File: src/rtl/serial_add_sub.sv
// Multi-cycle adder/subtractor. Consumes DIGIT bits per clock through a
// registered carry chain. The result, carry, overflow and zero flags are
// published on the completion edge and held until the next completion.
// Constraint: WIDTH must be an integer multiple of DIGIT, and 1 <= DIGIT <= WIDTH.

// One digit slice of the ripple: sum, carry out, and the carry into the
// slice's top bit. The top-bit carry-in is recovered from the sum bit,
// since s = a ^ b ^ cin holds at every bit position.
module serial_add_sub_slice #(
    parameter int DIGIT = 4
) (
    input  logic [DIGIT-1:0] a,
    input  logic [DIGIT-1:0] b,
    input  logic             cin,
    output logic [DIGIT-1:0] s,
    output logic             cout,
    output logic             cmsb
);
    assign {cout, s} = {1'b0, a} + {1'b0, b} + {{DIGIT{1'b0}}, cin};
    assign cmsb      = a[DIGIT-1] ^ b[DIGIT-1] ^ s[DIGIT-1];
endmodule

module serial_add_sub #(
    parameter int WIDTH = 16,
    parameter int DIGIT = 4
) (
    input  logic             clk,
    input  logic             rst,
    input  logic             start,
    input  logic [WIDTH-1:0] a,
    input  logic [WIDTH-1:0] b,
    input  logic             mode,
    output logic             busy,
    output logic             done,
    output logic [WIDTH-1:0] sum,
    output logic             carry,
    output logic             overflow,
    output logic             zero
);
    localparam int N     = WIDTH / DIGIT;
    localparam int CNT_W = (N > 1) ? $clog2(N) : 1;

    typedef enum logic [1:0] {IDLE, RUN, DONE} state_t;

    state_t state, state_next;

    logic [WIDTH-1:0] a_r;
    logic [WIDTH-1:0] b_r;
    logic [WIDTH-1:0] psum;
    logic [WIDTH-1:0] psum_next;
    logic             c_r;
    logic [CNT_W-1:0] cnt;

    logic [DIGIT-1:0] slice_s;
    logic             slice_cout;
    logic             slice_cmsb;
    logic             accept;
    logic             last;

    // start is honoured whenever no operation is running, including the DONE cycle
    assign accept = start && (state != RUN);
    assign last   = (state == RUN) && (cnt == CNT_W'(N - 1));

    serial_add_sub_slice #(.DIGIT(DIGIT)) u_slice (
        .a    (a_r[DIGIT-1:0]),
        .b    (b_r[DIGIT-1:0]),
        .cin  (c_r),
        .s    (slice_s),
        .cout (slice_cout),
        .cmsb (slice_cmsb)
    );

    // New digits enter at the top of the partial sum, so after N slices the
    // least significant digit has arrived at bit 0.
    generate
        if (DIGIT == WIDTH) begin : g_single
            assign psum_next = slice_s;
        end else begin : g_multi
            assign psum_next = {slice_s, psum[WIDTH-1:DIGIT]};
        end
    endgenerate

    // State register
    always_ff @(posedge clk) begin
        if (rst) state <= IDLE;
        else     state <= state_next;
    end

    // Next-state logic and handshake outputs
    always_comb begin
        state_next = state;
        busy       = 1'b0;
        done       = 1'b0;
        case (state)
            IDLE: begin
                if (start) state_next = RUN;
            end
            RUN: begin
                busy = 1'b1;
                if (last) state_next = DONE;
            end
            DONE: begin
                done       = 1'b1;
                state_next = start ? RUN : IDLE;
            end
            default: state_next = IDLE;
        endcase
    end

    // Operand capture, digit-serial datapath, and result publication on the last slice
    always_ff @(posedge clk) begin
        if (rst) begin
            a_r      <= '0;
            b_r      <= '0;
            psum     <= '0;
            c_r      <= 1'b0;
            cnt      <= '0;
            sum      <= '0;
            carry    <= 1'b0;
            overflow <= 1'b0;
            zero     <= 1'b0;
        end else if (accept) begin
            // Subtraction is a + ~b + 1: invert b and use mode as the carry-in
            a_r <= a;
            b_r <= b ^ {WIDTH{mode}};
            c_r <= mode;
            cnt <= '0;
        end else if (state == RUN) begin
            a_r  <= a_r >> DIGIT;
            b_r  <= b_r >> DIGIT;
            psum <= psum_next;
            c_r  <= slice_cout;
            cnt  <= cnt + CNT_W'(1);
            if (last) begin
                sum      <= psum_next;
                carry    <= slice_cout;
                overflow <= slice_cmsb ^ slice_cout;
                zero     <= (psum_next == '0);
            end
        end
    end
endmodule

File: config.mk
export PLATFORM = sky130hd
export DESIGN_NAME = serial_add_sub
export DESIGN_NICKNAME = d
export VERILOG_FILES = /design/src/rtl/serial_add_sub.sv
export SDC_FILE = /design/constraint.sdc
export NUM_CORES = 1
export LEC_CHECK = 0
export ABC_AREA = 1
export CAP_MARGIN = 20
export CORE_MARGIN = 10
export CORE_UTILIZATION = 56
export DETAILED_ROUTE_END_ITERATION = 8
export PLACE_DENSITY = 0.81
export SETUP_SLACK_MARGIN = 0.02
export SYNTH_ARGS = -nofsm -noshare
export SYNTH_HDL_FRONTEND = slang
export SYNTH_SLANG_ARGS = --single-unit
File: constraint.sdc
create_clock -name clk -period 3.94 [get_ports clk]
set_input_delay 0.788 -clock clk [delete_from_list [all_inputs] [get_ports clk]]
set_output_delay 0.788 -clock clk [all_outputs]
set_load 0.03 [all_outputs]
* Word level (Yosys, flattened, before mapping) *
Cells that the tools add are included.

operators by class
  equal/unequal tests = 6
  add/subtract/negate cells = 3
  shift-type cells = 0
  bitwise operators = 5
  multiply operators = 0
  reduce and logical (&&, ||, !) cells = 9
  divide/modulo/power cells = 0
  magnitude comparators = 0
  mux-type cells = 12

operators with widths
  kind                                                                     count
  16-bit two-way mux                                                       4
  16-bit zero test                                                         1
  16-bit bitwise XOR                                                       1
  2-bit one-hot mux with 3 select lines                                    1
  4-bit by 4-bit adder with 5-bit output                                   1
  5-bit by 1-bit adder with 5-bit output                                   1
  1-bit two-way mux                                                        5
  2-bit equality test, second input constant                               2
  2-bit two-way mux                                                        2
  2-bit inequality test, second input constant                             2
  2-bit AND reduction                                                      2
  3-bit AND reduction                                                      1
  1-bit bitwise XOR                                                        3
  2-bit by 1-bit adder with 2-bit output, second input constant            1
  2-bit by 1-bit equality test with 1-bit output, second input constant    1
  1-bit logical AND                                                        2
  2-bit zero test                                                          1
  2-bit by 1-bit inequality test with 1-bit output, second input constant  1
  2-bit nonzero test                                                       1
  2-bit OR reduction                                                       1
  1-bit NOT                                                                1

word-level totals
  bits of input ports = 36
  output and inout bits = 21
  register bits after elaboration = 72
  RAM bits = 0
  memories kept = 0
  ROM bits = 0
  logic and storage cells = 45
  bits in latches = 0

* Longest topological paths before layout *
Gate-level depths: netlist of the first run.

  depth in word-level cells = 4
  depth in mapped cells = 9
  gate-level depth less buffers = 9

* Hierarchy *
From an unflattened synthesis of the first run, not the netlist that was laid out.

unflattened totals
  cells, all modules = 421
  area total of the unflattened synthesis = 3039.2 sq um

by module, submodules not included
  module                cells each  times used  area each (sq um)  sequential area each (sq um)
  serial_add_sub        395         1           2870.3             1361.3
  serial_add_sub_slice  26          1           168.9              0.0

* Worst setup path after synthesis of the first run *
Ideal clock, no wire load.

  kind = reg-to-reg
  from = register a_r[0]
  to = register overflow
  path buffers = 0
  data arrival time = 1662 ps
  data required time = 3824 ps
  setup slack = 2163 ps
  cell stages (with the launch flop) = 9
  cells stage by stage = dfxtp_1 > fa_1 > fa_1 > nand2_1 > nand2_1 > a21oi_1 > nand2_1 > o21ai_0 > nor2_1

on the way
  word-level cells in the longest chain between the ends = 4

RTL lines
  item                                        RTL line  source
  start, declared                             47        logic [WIDTH-1:0] a_r;
  start signal, assigned                      129       a_r <= a_r >> DIGIT;
  4-bit by 4-bit adder with 5-bit output (*)  19        assign {cout, s} = {1'b0, a} + {1'b0, b} + {{DIGIT{1'b0}}, cin};
  5-bit by 1-bit adder with 5-bit output (*)  19
  1-bit bitwise XOR                           20        assign cmsb = a[DIGIT-1] ^ b[DIGIT-1] ^ s[DIGIT-1];
  1-bit bitwise XOR (*)                       137       overflow <= slice_cmsb ^ slice_cout;
  end signal, assigned                        137
  end, declared                               37        output logic overflow,

Mark *: on every way between the ends. The rest lies on a longest branch, timed or not.
A chain may end at the register's enable or synchronous reset.

* Final worst setup path of the first run *
  from = register state[0]
  to = output port busy

on the way
  word-level cells in the longest chain between the ends = 2

RTL lines
  item                                            RTL line  source
  start, declared                                 45        state_t state, state_next;
  start signal, assigned                          86        else state <= state_next;
  2-bit by 1-bit equality test with 1-bit output  94        case (state)
  1-bit two-way mux                               94
  end, declared                                   33        output logic busy,

No other way between the ends.

==> impl_summary.md, run 1 <==
Floorplanning
The effective utilization at floorplan is 0.5698. Row generation in the floorplan step produced 27 rows. The die footprint is 8910 um^2. The number of I/O pins is 57. The chip width is 94.40 um. The core footprint is 5439 um^2. The floorplan step set the die height to 94.40 um.

Job
The number of max-cap violations is 0.

Routing
The number of nets with antenna violations after detailed routing is 0. The final wirelength is 6.766 mm. The detail-routed net length per standard cell is 12.91 um. The remaining routing DRC violations is 0. After detailed routing, the number of vias per cell comes to 5.025. The first TritonRoute pass finished after 4 iterations.

The number of vias in the routed layout is 2633. The DRC marker count from the first detailed-route iteration is 103.

Clock tree
In this run the number of H-tree levels came out at 3. The maximum clock insertion buffer count is 2. The buffer cell driving the clock tree root is sky130_fd_sc_hd__clkbuf_8. The number of buffers created by CTS is 9. The number of hold-repair buffers added at the cts stage is 0. TritonCTS built the clock tree. The number of clock sinks is 68. After clock tree synthesis, the setup repair step added 0 buffers. The post-cts gate resize count is 0.

The later pin in the worst-skew pair is clocked with a latency of 0.35 ns. After clock tree synthesis, the clock-pin slew on the worst setup and hold paths is 0.07 ns.

Power and ir drop
The leakage dissipation is 1.647 nW. The share of total power dissipated in the clock network is 0.393. The power dissipated by switching net loads is 0.3948 mW. The worst ir drop on vdd is 0.2684 mV.

The share of total power dissipated in sequential elements is 0.476. The combinational group share of total power is 0.132. Power spread over the standard cell area amounts to 411.3 nW/um^2. The internal power summed over all cells is 1.172 mW. Of the total power, the share spent switching nets is 0.2520.

Yosys
The number of unique standard cell types used by synthesis is 36. Yosys printed 0 warnings. The instance count of the mapped netlist is 399. The register area share after synthesis is 0.4392. In this run the mean area of a mapped cell was 7.767 um^2.

The biggest area contributor in the post-synthesis netlist is sky130_fd_sc_hd__dfxtp_1. The cell area after synthesis is 3099 um^2. Counting flops and latches in the post-synthesis netlist gives 68.

The area fraction of the dominant cell type after synthesis is 0.4392. By area the synthesized netlist is led by sky130_fd_sc_hd__dfxtp_1, sky130_fd_sc_hd__nand2_1, sky130_fd_sc_hd__nor2_1. When the netlist entered floorplanning its net count stood at 441.

Critical path
For this run, the slowest stage of the critical path takes 0.74 ns. In this run the worst path has a maximum fanout of 27. Walking the worst path, the cells encountered are inv_2 > nor2_4 > buf_4 > clkdlybuf4s50_1.

Broken down by cell family, the worst path's largest delay share belongs to buffers and inverters. STA puts the critical path data required time at 3.15 ns. The critical path class is reg2out.

The startpoint type of the worst setup path is a flip-flop. The arrival time of the worst setup path is 1.93 ns. STA classifies the critical path endpoint as an output pin. The total buffers and inverters traversed by the critical path is 3.

The slowest stage of the critical path belongs to the cell sky130_fd_sc_hd__clkdlybuf4s50_1.

Placed design
The detailed placement HPWL is 4.627 mm. The total of buffers placed on input and output ports is 56. The congestion estimate from routability-driven global placement came to 0.8419.

Timing
Static timing analysis puts the maximum clock frequency at 0.3682 GHz. At the pin with the least slew margin, the transition time is 0.8902 ns. Hold is met by 0.4616 ns. The total count of hold-check failures in the final report is 0.

The post-route clock period utilization is 0.6893. The max-slew violation total from the final report is 0. The relative slew slack is 0.4046.

The final critical path time including I/O delays and setup is 2.716 ns. Across the routed clock network, the largest skew measured is 0.006599 ns. Setup repair after global routing left no endpoint under its margin. Setup total negative slack on the finished layout was measured at 0 ns. The count of final setup violators is 0.

Layout
0 antenna diodes ended up in the layout. The layout has 464 filler cells. The area growth from synthesis to layout is 22.93%. The most common library cell in the layout ignoring fill and taps is sky130_fd_sc_hd__nand2_1. The number of nets in the finished design is 489. Leaving out fill and tap cells, the most frequent cells in the layout are sky130_fd_sc_hd__nand2_1, sky130_fd_sc_hd__dfxtp_1, sky130_fd_sc_hd__clkdlybuf4s50_1. In the final layout, the share of cells above drive strength 1 is 0.07965.

Global route
The number of global-route vias before repair came to 2705. The maximum number of pins on one net before global-route repair is 43. The global-route usage over all layers is 0.1573. The number of antenna violations at the first check in global routing is 0.

The total congestion overflow is 0. The first global-routing pass estimated 11.45 mm of wire.

Hold path
The path type of the worst min-delay path is reg2reg.

Status
The run finished with clean final reports.
==> synth_stat cells <==
cell and n:
sky130_fd_sc_hd__buf_2 3, sky130_fd_sc_hd__buf_6 7, sky130_fd_sc_hd__o211ai_1 6, sky130_fd_sc_hd__o21ai_0 32, sky130_fd_sc_hd__buf_1 1, sky130_fd_sc_hd__o21a_1 1
sky130_fd_sc_hd__buf_4 4, sky130_fd_sc_hd__ha_1 4, sky130_fd_sc_hd__nand3_1 9, sky130_fd_sc_hd__a21oi_1 25, sky130_fd_sc_hd__o221ai_1 3, sky130_fd_sc_hd__a31oi_1 8
sky130_fd_sc_hd__dfxtp_1 68, sky130_fd_sc_hd__o21ai_1 1, sky130_fd_sc_hd__nor2_4 2, sky130_fd_sc_hd__o211a_1 1, sky130_fd_sc_hd__clkbuf_1 3, sky130_fd_sc_hd__inv_2 4
sky130_fd_sc_hd__or2_2 2, sky130_fd_sc_hd__nand3b_1 1, sky130_fd_sc_hd__inv_1 37, sky130_fd_sc_hd__inv_6 1, sky130_fd_sc_hd__nor3_1 1, sky130_fd_sc_hd__a211oi_1 1
sky130_fd_sc_hd__inv_8 1, sky130_fd_sc_hd__nor2_1 43, sky130_fd_sc_hd__nand2_1 102, sky130_fd_sc_hd__nand2_2 2, sky130_fd_sc_hd__a211oi_2 1, sky130_fd_sc_hd__nand2_4 2
sky130_fd_sc_hd__o211ai_2 2, sky130_fd_sc_hd__buf_8 2, sky130_fd_sc_hd__clkbuf_4 1, sky130_fd_sc_hd__xor2_1 15, sky130_fd_sc_hd__fa_1 2, sky130_fd_sc_hd__nand2_8 1
==> tightest hold or removal path: stages (launching register included) <==
cell	delay (ns)
sky130_fd_sc_hd__dfxtp_1	0.31
sky130_fd_sc_hd__nand2_1	0.06
sky130_fd_sc_hd__a21oi_1	0.05
==> per-stage QoR <==
step / power [mW] / cells / utilization / worst slack, ns / instance area [um^2]
floorplan: 0.9090 / 399 / - / 2.163 / 3099
global placement: 0.9586 / 508 / 0.6598 / 1.514 / 3588
detailed placement: 0.9650 / 508 / 0.6598 / 1.486 / 3588
CTS: 1.575 / 524 / 0.7005 / 1.208 / 3810
global route: 1.633 / 524 / 0.7005 / 1.143 / 3810
finish: 1.567 / 524 / 0.7005 / 1.224 / 3810
==> power groups by stage <==
stage	Sequential, mW	Clock [mW]	Combinational, mW
after floorplan	0.755	0	0.154
after global placement	0.759	0	0.200
after detailed placement	0.761	0	0.204
after CTS	0.745	0.623	0.207
after global routing	0.749	0.652	0.233
final	0.746	0.615	0.206
==> cell type report <==
type / instances / area (um^2) / area share
flip-flops and latches: 68 / 1361 / 0.3573
well taps: 72 / 90.09 / 0.02365
inverters: 43 / 173.9 / 0.04565
clock buffers: 13 / 178.9 / 0.04696
repair buffers: 58 / 575.6 / 0.1511
clock inverters: 3 / 42.54 / 0.01117
multi-input cells: 267 / 1388 / 0.3642
==> cells by family (layout without fill, tap and decap cells) <==
kind of cell    count (synthesis)  after routing  share of synthesized area
compound gates                 81             81                     0.1530
xor+xnor                       15             15                    0.04239
buf+inv                        64            117                     0.1130
simple gates                  165            165                     0.2232
fa+ha+maj                       6              6                    0.02907
flops                          68             68                     0.4392
==> metal layers <==
metal,global-route usage,routed length (um)
met1,0.1677,2857
met2,0.2820,3356
met3,0.03807,405
met4,0.07975,146
met5,0,0
==> registers in the layout, summed over array words and instances, names as in the netlist <==
signal,count
a_r,16
b_r,16
c_r,1
carry,1
cnt,2
overflow,1
psum,12
state,2
sum,16
zero,1
==> final timing paths <==
kind / cells past startpoint / startpoint / endpoint / slack (ns)
hold / removal: 2 / a_r[13] / a_r[13] / 0.46
setup / recovery: 4 / state[0] / busy / 1.22
setup reg to reg: 9 / a_r[0] / zero / 1.94
hold reg to reg: 2 / a_r[13] / a_r[13] / 0.46
No activity file was read; power rests on OpenSTA's default activity.
==> run 2, diff against run 1 <==
- CORE_UTILIZATION: 56 -> 52
- PLACE_DENSITY: 0.81 -> 0.75
- clock period: 3.94 -> 2.7 ns (I/O delays scaled with it)
==> run 2 against run 1 <==
  * Sequential share of layout area up 0.14 points
  * Cell area down 0.39%
  * Worst setup slack worse by 0.66 ns
  * Core utilization down 5.2 points
  * Sequential cell count unchanged
  * Clock power up 29%
  * Sequential power up 46%
  * Critical path type unchanged
  * Non-clock buffer count up 2
  * Critical path depth down 1
  * Combinational power up 49%
==> impl_summary.md, run 2 (synthesized netlist as in run 1, its figures left out) <==
Critical path
The arrival time of the worst setup path is 1.60 ns (-0.33 ns). The highest fanout seen on the critical path is 3 (-89%). The critical path class is reg2out. The count of cells along the worst register-to-register path came to 8 (-1). The instance count on the critical path was 3 (-1). The worst setup slack for register-to-register paths is 0.76 ns (-1.18 ns).

Grouping stages by cell kind, the critical path spends the most delay in buffers and inverters. The signal on the critical path passes through inv_2 > nor2_4 > clkdlybuf4s50_1. In this run the critical register-to-register path is captured at overflow. For this design, the slowest cell found on the critical path is sky130_fd_sc_hd__clkdlybuf4s50_1. The data required time at the worst endpoint is 2.16 ns (-0.99 ns). The largest stage delay on the critical path was 0.68 ns (-0.06 ns). The startpoint of the worst register-to-register path is a_r[0].

The worst setup path is launched from a flip-flop. The total buffers and inverters traversed by the critical path came to 2 (-1). The worst setup path is captured at an output pin. In this run the worst setup path terminates at busy. The critical path starts at state[0].

Timing
The aggregate negative setup slack came to 0 ns (unchanged). The maximum frequency from static timing analysis is 0.4682 GHz. The worst hold margin is 0.4627 ns (+0.001105 ns). The relative slew slack is 0.5856 (+0.1810). The max-slew violation total from the final report came to 0 (unchanged). For the finished layout, the period the worst path requires is 2.136 ns. In the finished design, the share of the clock period the worst path needs comes to 0.7911. The setup slack of the critical path after layout is 0.5641 ns (-0.6599 ns). The count of final setup violators is 0 (unchanged).

Setup repair after global routing left no endpoint under its margin. The largest clock skew in the final design is 0.006106 ns (-0.0004923 ns). The total count of hold-check failures in the final report was 0 (unchanged).

The pin slew with the least headroom to its limit was 0.6196 ns (-0.2706 ns).

Floorplanning
The die footprint is 9448 um^2 (+6.0%). The number of I/O pins is 57 (unchanged). The die span in y is 97.20 um (+3.0%). The total number of placement rows is 28 (+3.7%). The effective utilization at floorplan is 0.5297 (-0.04009).

The core footprint is 5851 um^2 (+7.6%). The chip width is 97.20 um (+3.0%).

Clock tree
The CTS tree is done. The clock-pin slew on the worst setup and hold paths is 0.07 ns (about the same). The setup fix buffers added after clock tree synthesis was 0 (unchanged). The number of buffers created by CTS came to 9 (unchanged).

The post-cts gate resize count is 0 (unchanged). The number of hold-repair buffers added at the cts stage was 0 (unchanged). The maximum clock insertion buffer count is 2 (unchanged).

The insertion delay to the later sink of the worst-skew pair is 0.35 ns (about the same). The number of clock sinks is 68 (unchanged). CTS placed an instance of sky130_fd_sc_hd__clkbuf_8 at the clock tree root. The level count of the clock H-tree is 3 (unchanged).

Routing
The final wirelength is 6.973 mm (+3.1%). The number of vias in the routed layout was 2657 (+0.91%). The number of detailed-route iterations in the first pass came to 4 (unchanged). The number of nets with antenna violations after detailed routing is 0 (unchanged). The DRC marker count from the first detailed-route iteration is 118 (+15%). The detail-routed net length per standard cell was 13.21 um (+2.3%).

The remaining routing DRC violations is 0 (unchanged). The detail-routed via count per cell is 5.032 (+0.15%).

Layout
The total non-filler cell area in the finished layout is 3795 um^2 (-0.39%). The relative area change from synthesis to final layout is 22.45%. The largest registers in the layout are a_r (16), b_r (16), sum (16). The most common library cell in the layout ignoring fill and taps is sky130_fd_sc_hd__nand2_1. The share of post-route cells with drive strength above 1 came to 0.07947 (-0.0001758). The top cell types in the final layout, fill and taps aside, are sky130_fd_sc_hd__nand2_1, sky130_fd_sc_hd__dfxtp_1, sky130_fd_sc_hd__clkdlybuf4s50_1. The number of antenna diodes is 0 (unchanged). The number of nets in the finished design came to 491 (+0.41%).

The final cell utilization of the core was 0.6486 (-0.05185). The final instance count without filler cells was 528 (+0.76%).

Placed design
The detailed placement HPWL came to 4.854 mm (+4.9%). The total of buffers placed on input and output ports is 56 (unchanged). The number of cells after detailed placement is 513 (+0.98%). The worst setup timing slack at the placement stage is 0.6065 ns (-0.8795 ns).

The area after detailed placement came to 3607 um^2 (+0.52%). The final weighted congestion of routability-driven global placement is 0.8536 (+1.4%).

Global route
The global-route usage over all layers came to 0.1446 (-0.01272). The maximum number of pins on one net before global-route repair is 36 (-16%). The global-route wire length before repair came to 11.59 mm (+1.2%). The total congestion overflow is 0 (unchanged). The number of global-route vias before repair is 2574 (-4.8%).

The number of antenna violations at the first check in global routing is 0 (unchanged).

Power and ir drop
The leakage dissipation is 1.644 nW (-0.21%). The worst ir drop on vdd came to 0.2781 mV (+3.6%). The total power is 2.184 mW (+39%). The power per standard cell area is 575.6 nW/um^2 (+40%).

Status
The run finished with clean final reports.

Job
The number of max-cap violations is 0 (unchanged).

Hold path
The path type of the worst min-delay path is reg2reg.
[run 2: cell count changes in the layout (fill, tap and decap cells not counted)]
cell                         delta
sky130_fd_sc_hd__buf_4          +2
sky130_fd_sc_hd__bufinv_16      -1
sky130_fd_sc_hd__clkbuf_1       +1
sky130_fd_sc_hd__clkinvlp_4     -1
[run 2: per-layer routing]
metal	global-route usage	part of all wire	vias up
li1	-	-	1366
met1	0.1600	0.44	1183
met2	0.2438	0.46	92
met3	0.04054	0.070	16
met4	0.07946	0.026	0
met5	0	0	-
[run 2: worst min-delay path, delay by kind of cell, from the launching register on]
family	cells	cell delay, ns
and+or+nand+nor	1	0.06
AOI/OAI and AO/OA	1	0.05
DFF	1	0.31
[run 2: layout make-up]
type	instances	area (um^2)
clock buffer	14	182.7
clock inverter	1	5.005
fill	509	2056
inverter	43	173.9
multi-input combinational	267	1388
sequential	68	1361
tap	75	93.84
timing repair buffer	60	590.6
[run 2: worst min-delay path by stage]
| stage | start | end | slack [ns] | cells after the start |
|---|---|---|---|---|
| 2_1_floorplan | a_r[12] | a_r[12] | 0.44 | 2 |
| 3_3_place_gp | a_r[13] | a_r[13] | 0.45 | 2 |
| 3_5_place_dp | b_r[12] | b_r[12] | 0.45 | 2 |
| 4_1_cts | b_r[12] | b_r[12] | 0.46 | 2 |
| 5_1_grt | a_r[14] | a_r[14] | 0.48 | 2 |
| 6_report | a_r[15] | a_r[15] | 0.46 | 2 |
[run 2: power breakdown]
group | leakage, nW | internal, mW | switching [mW]
clock | 0.0986 | 0.428 | 0.363
combinational | 0.990 | 0.132 | 0.175
sequential | 0.555 | 1.05 | 0.0315
total | 1.64 | 1.61 | 0.570
==> run 3, diff against run 2 <==
- CORE_UTILIZATION: 52 -> 47
- PLACE_DENSITY: 0.75 -> 0.72
- clock period: 2.7 -> 1.8 ns (I/O delays scaled with it)
==> run 3 against run 2 <==
  * Clock skew shrank 0.00089 ns
  * The flow now finishes with violations (setup timing)
  * Critical path depth grew 5
  * Clock power grew 47%
  * Largest power group unchanged
  * Register-to-register slack lost 0.77 ns
  * Hold slack gained 0.00075 ns
==> impl_summary.md, run 3 (synthesized netlist as in run 1, its figures left out) <==
Placed design
The final weighted congestion of routability-driven global placement is 0.8305 (-2.7%). The worst setup timing slack at the placement stage is -0.09224 ns (-0.6988 ns). The number of cells after detailed placement is 524 (+2.1%). The total of buffers placed on input and output ports is 56 (unchanged). The detailed placement HPWL was 5.009 mm (+3.2%).

The area after detailed placement is 3687 um^2 (+2.2%).

Routing
The final wirelength was 6.923 mm (-0.72%). The detail-routed via count per cell is 4.959 (-1.4%). The number of detailed-route iterations in the first pass is 4 (unchanged). The DRC marker count from the first detailed-route iteration came to 117 (-0.85%). The number of nets with antenna violations after detailed routing is 0 (unchanged).

The detail-routed net length per standard cell is 12.82 um (-2.9%). The remaining routing DRC violations was 0 (unchanged). The number of vias in the routed layout is 2678 (+0.79%).

Timing
The pin slew with the least headroom to its limit is 0.3387 ns (-0.2809 ns). After layout, the minimum clock period comes to 1.807 ns. The largest clock skew in the final design is 0.005219 ns (-0.0008877 ns). The total count of hold-check failures in the final report was 0 (unchanged).

The maximum frequency from static timing analysis is 0.5534 GHz. In the finished design, the share of the clock period the worst path needs comes to 1.004. The aggregate negative setup slack is -0.007009 ns (-0.007009 ns). The max-slew violation total from the final report was 0 (unchanged). The setup slack of the critical path after layout came to -0.007009 ns (-0.5711 ns). Setup repair after global routing could not meet its margin everywhere. The worst hold margin came to 0.4634 ns (+0.0007530 ns). The count of final setup violators is 1 (+1). The relative slew slack was 0.7735 (+0.1879).

Floorplanning
The die span in y is 101.2 um (+4.1%). The core footprint is 6386 um^2 (+9.2%). The effective utilization at floorplan came to 0.4853 (-0.04442). The total number of placement rows is 29 (+3.6%). The die footprint came to 10240 um^2 (+8.4%). The number of I/O pins is 57 (unchanged). The chip width is 101.2 um (+4.1%).

Layout
The number of antenna diodes was 0 (unchanged). The number of nets in the finished design is 500 (+1.8%). Leaving out fill and tap cells, the most frequent cell in the layout is sky130_fd_sc_hd__nand2_1. In the final layout, the registers with the most flip-flops are a_r (16), b_r (16), sum (16).

In the layout the commonest cells are sky130_fd_sc_hd__nand2_1, sky130_fd_sc_hd__dfxtp_1, sky130_fd_sc_hd__clkdlybuf4s50_1. The total non-filler cell area in the finished layout is 3897 um^2 (+2.7%). The final cell utilization of the core came to 0.6103 (-0.03832).

The share of post-route cells with drive strength above 1 is 0.1166 (+0.03716). The final instance count without filler cells is 540 (+2.3%). The relative area change from synthesis to final layout is 25.76%.

Critical path
The largest stage delay on the critical path was 0.40 ns (-0.28 ns). The data required time at the worst endpoint is 2.04 ns (-0.12 ns). The critical path goes through fa_2 > fa_2 > nand2_2 > nand2_2 > a21oi_4 > nand2_2 > o21ai_1 > nor2_1.

The critical-path cell with the highest stage delay is sky130_fd_sc_hd__fa_2. The highest fanout seen on the critical path is 2 (-1). The worst setup slack for register-to-register paths came to -0.007 ns (-0.77 ns). The critical path class is reg2reg. The worst setup path is captured at a flip-flop. The total buffers and inverters traversed by the critical path was 0 (-2). STA classifies the critical path startpoint as a flip-flop. The largest delay contributor family on the critical path is adder cells. Counting stages on the worst path, the most repeated cell is sky130_fd_sc_hd__nand2_2. The arrival time of the worst setup path is 2.05 ns (+0.45 ns).

Power and ir drop
The combinational group share of total power is 0.149 (+0.008). The fraction of power consumed by sequential logic is 0.497 (about the same). The power per standard cell area is 840.5 nW/um^2 (+46%). The internal power summed over all cells was 2.417 mW (+50%). The fraction of power consumed by the clock network was 0.354 (-0.008). The leakage dissipation was 1.710 nW (+4.0%). The share of total power consumed by net switching is 0.2622 (+0.001476).

The worst ir drop on vdd came to 0.5026 mV (+81%). The total power is 3.276 mW (+50%). The power dissipated by switching net loads is 0.8591 mW (+51%).

Clock tree
The number of buffers created by CTS is 9 (unchanged). The level count of the clock H-tree is 3 (unchanged). Clock tree synthesis selected as its root buffer the cell sky130_fd_sc_hd__clkbuf_8. The number of hold-repair buffers added at the cts stage is 0 (unchanged). The setup fix buffers added after clock tree synthesis is 0 (unchanged). The maximum clock insertion buffer count is 2 (unchanged).

The number of clock sinks is 68 (unchanged). The clock-pin slew on the worst setup and hold paths is 0.06 ns (about the same). The insertion delay to the later sink of the worst-skew pair is 0.35 ns (about the same). The CTS tree is done.

Hold path
The tightest min-delay check is of the reg2reg type.

Global route
The global-route usage over all layers is 0.1377 (-0.006907). The total congestion overflow is 0 (unchanged). The maximum number of pins on one net before global-route repair came to 36 (unchanged).

The number of antenna violations at the first check in global routing is 0 (unchanged). The global-route wire length before repair is 11.53 mm (-0.48%). The number of global-route vias before repair is 2544 (-1.2%).

Job
The number of max-cap violations was 0 (unchanged).

Status
The final reports fail on setup timing. The run finished, with violations left.
-- run 3: cell count changes in the layout (fill, tap and decap cells not counted), moves of 2 or more --
cell / before / now
sky130_fd_sc_hd__buf_4: 4 / 13
sky130_fd_sc_hd__clkbuf_1: 1 / 3
sky130_fd_sc_hd__clkdlybuf4s50_1: 56 / 53
sky130_fd_sc_hd__fa_1: 2 / 0
sky130_fd_sc_hd__fa_2: 0 / 2
sky130_fd_sc_hd__nand2_1: 102 / 99
sky130_fd_sc_hd__nand2_2: 2 / 5
-- run 3: final cells by class --
| cell class | instances | area (um^2) |
|---|---|---|
| Timing Repair Buffer | 69 | 669.4 |
| Clock inverter | 1 | 5.005 |
| Tap cell | 77 | 96.34 |
| Fill cell | 598 | 2489 |
| Multi-Input combinational cell | 267 | 1414 |
| Inverter | 43 | 173.9 |
| Sequential cell | 68 | 1363 |
| Clock buffer | 15 | 176.4 |
-- run 3: per-layer routing --
metal | wire, um | vias to the layer above | global-route usage
met5 | 0 | - | 0
met4 | 131 | 0 | 0.06752
met3 | 427 | 14 | 0.04493
met2 | 3284 | 70 | 0.2256
met1 | 3079 | 1207 | 0.1580
li1 | - | 1387 | -
-- run 3: path summary, 6_finish.rpt --
check,start,endpoint,cells after the start
worst max register to register,c_r,overflow,8
worst max-delay path,c_r,overflow,8
worst min-delay path,b_r[12],b_r[12],2
worst min register to register,b_r[12],b_r[12],2
-- run 3: worst reg2reg max path, delay by kind of cell, from the launching register on --
kind,cells,cell delay (ns)
flops,1,0.33
compound gates,2,0.29
simple gates,4,0.30
fa+ha+maj,2,0.78
-- run 3: power groups by stage --
| stage | combinational (mW) | sequential (mW) | clock [mW] |
|---|---|---|---|
| 2_1_floorplan | 0.338 | 1.65 | 0 |
| 4_1_cts | 0.483 | 1.63 | 1.19 |
| 6_report | 0.487 | 1.63 | 1.16 |
| 3_5_place_dp | 0.478 | 1.66 | 0 |
| 5_1_grt | 0.547 | 1.64 | 1.26 |
| 3_3_place_gp | 0.468 | 1.66 | 0 |
-- run 3: timing repair --
action	4_1_cts	5_1_grt
resized for setup	4	9
cloned	0	0
pin swaps	0	6
endpoints found under the hold margin	0	0
setup endpoints to repair	5	4
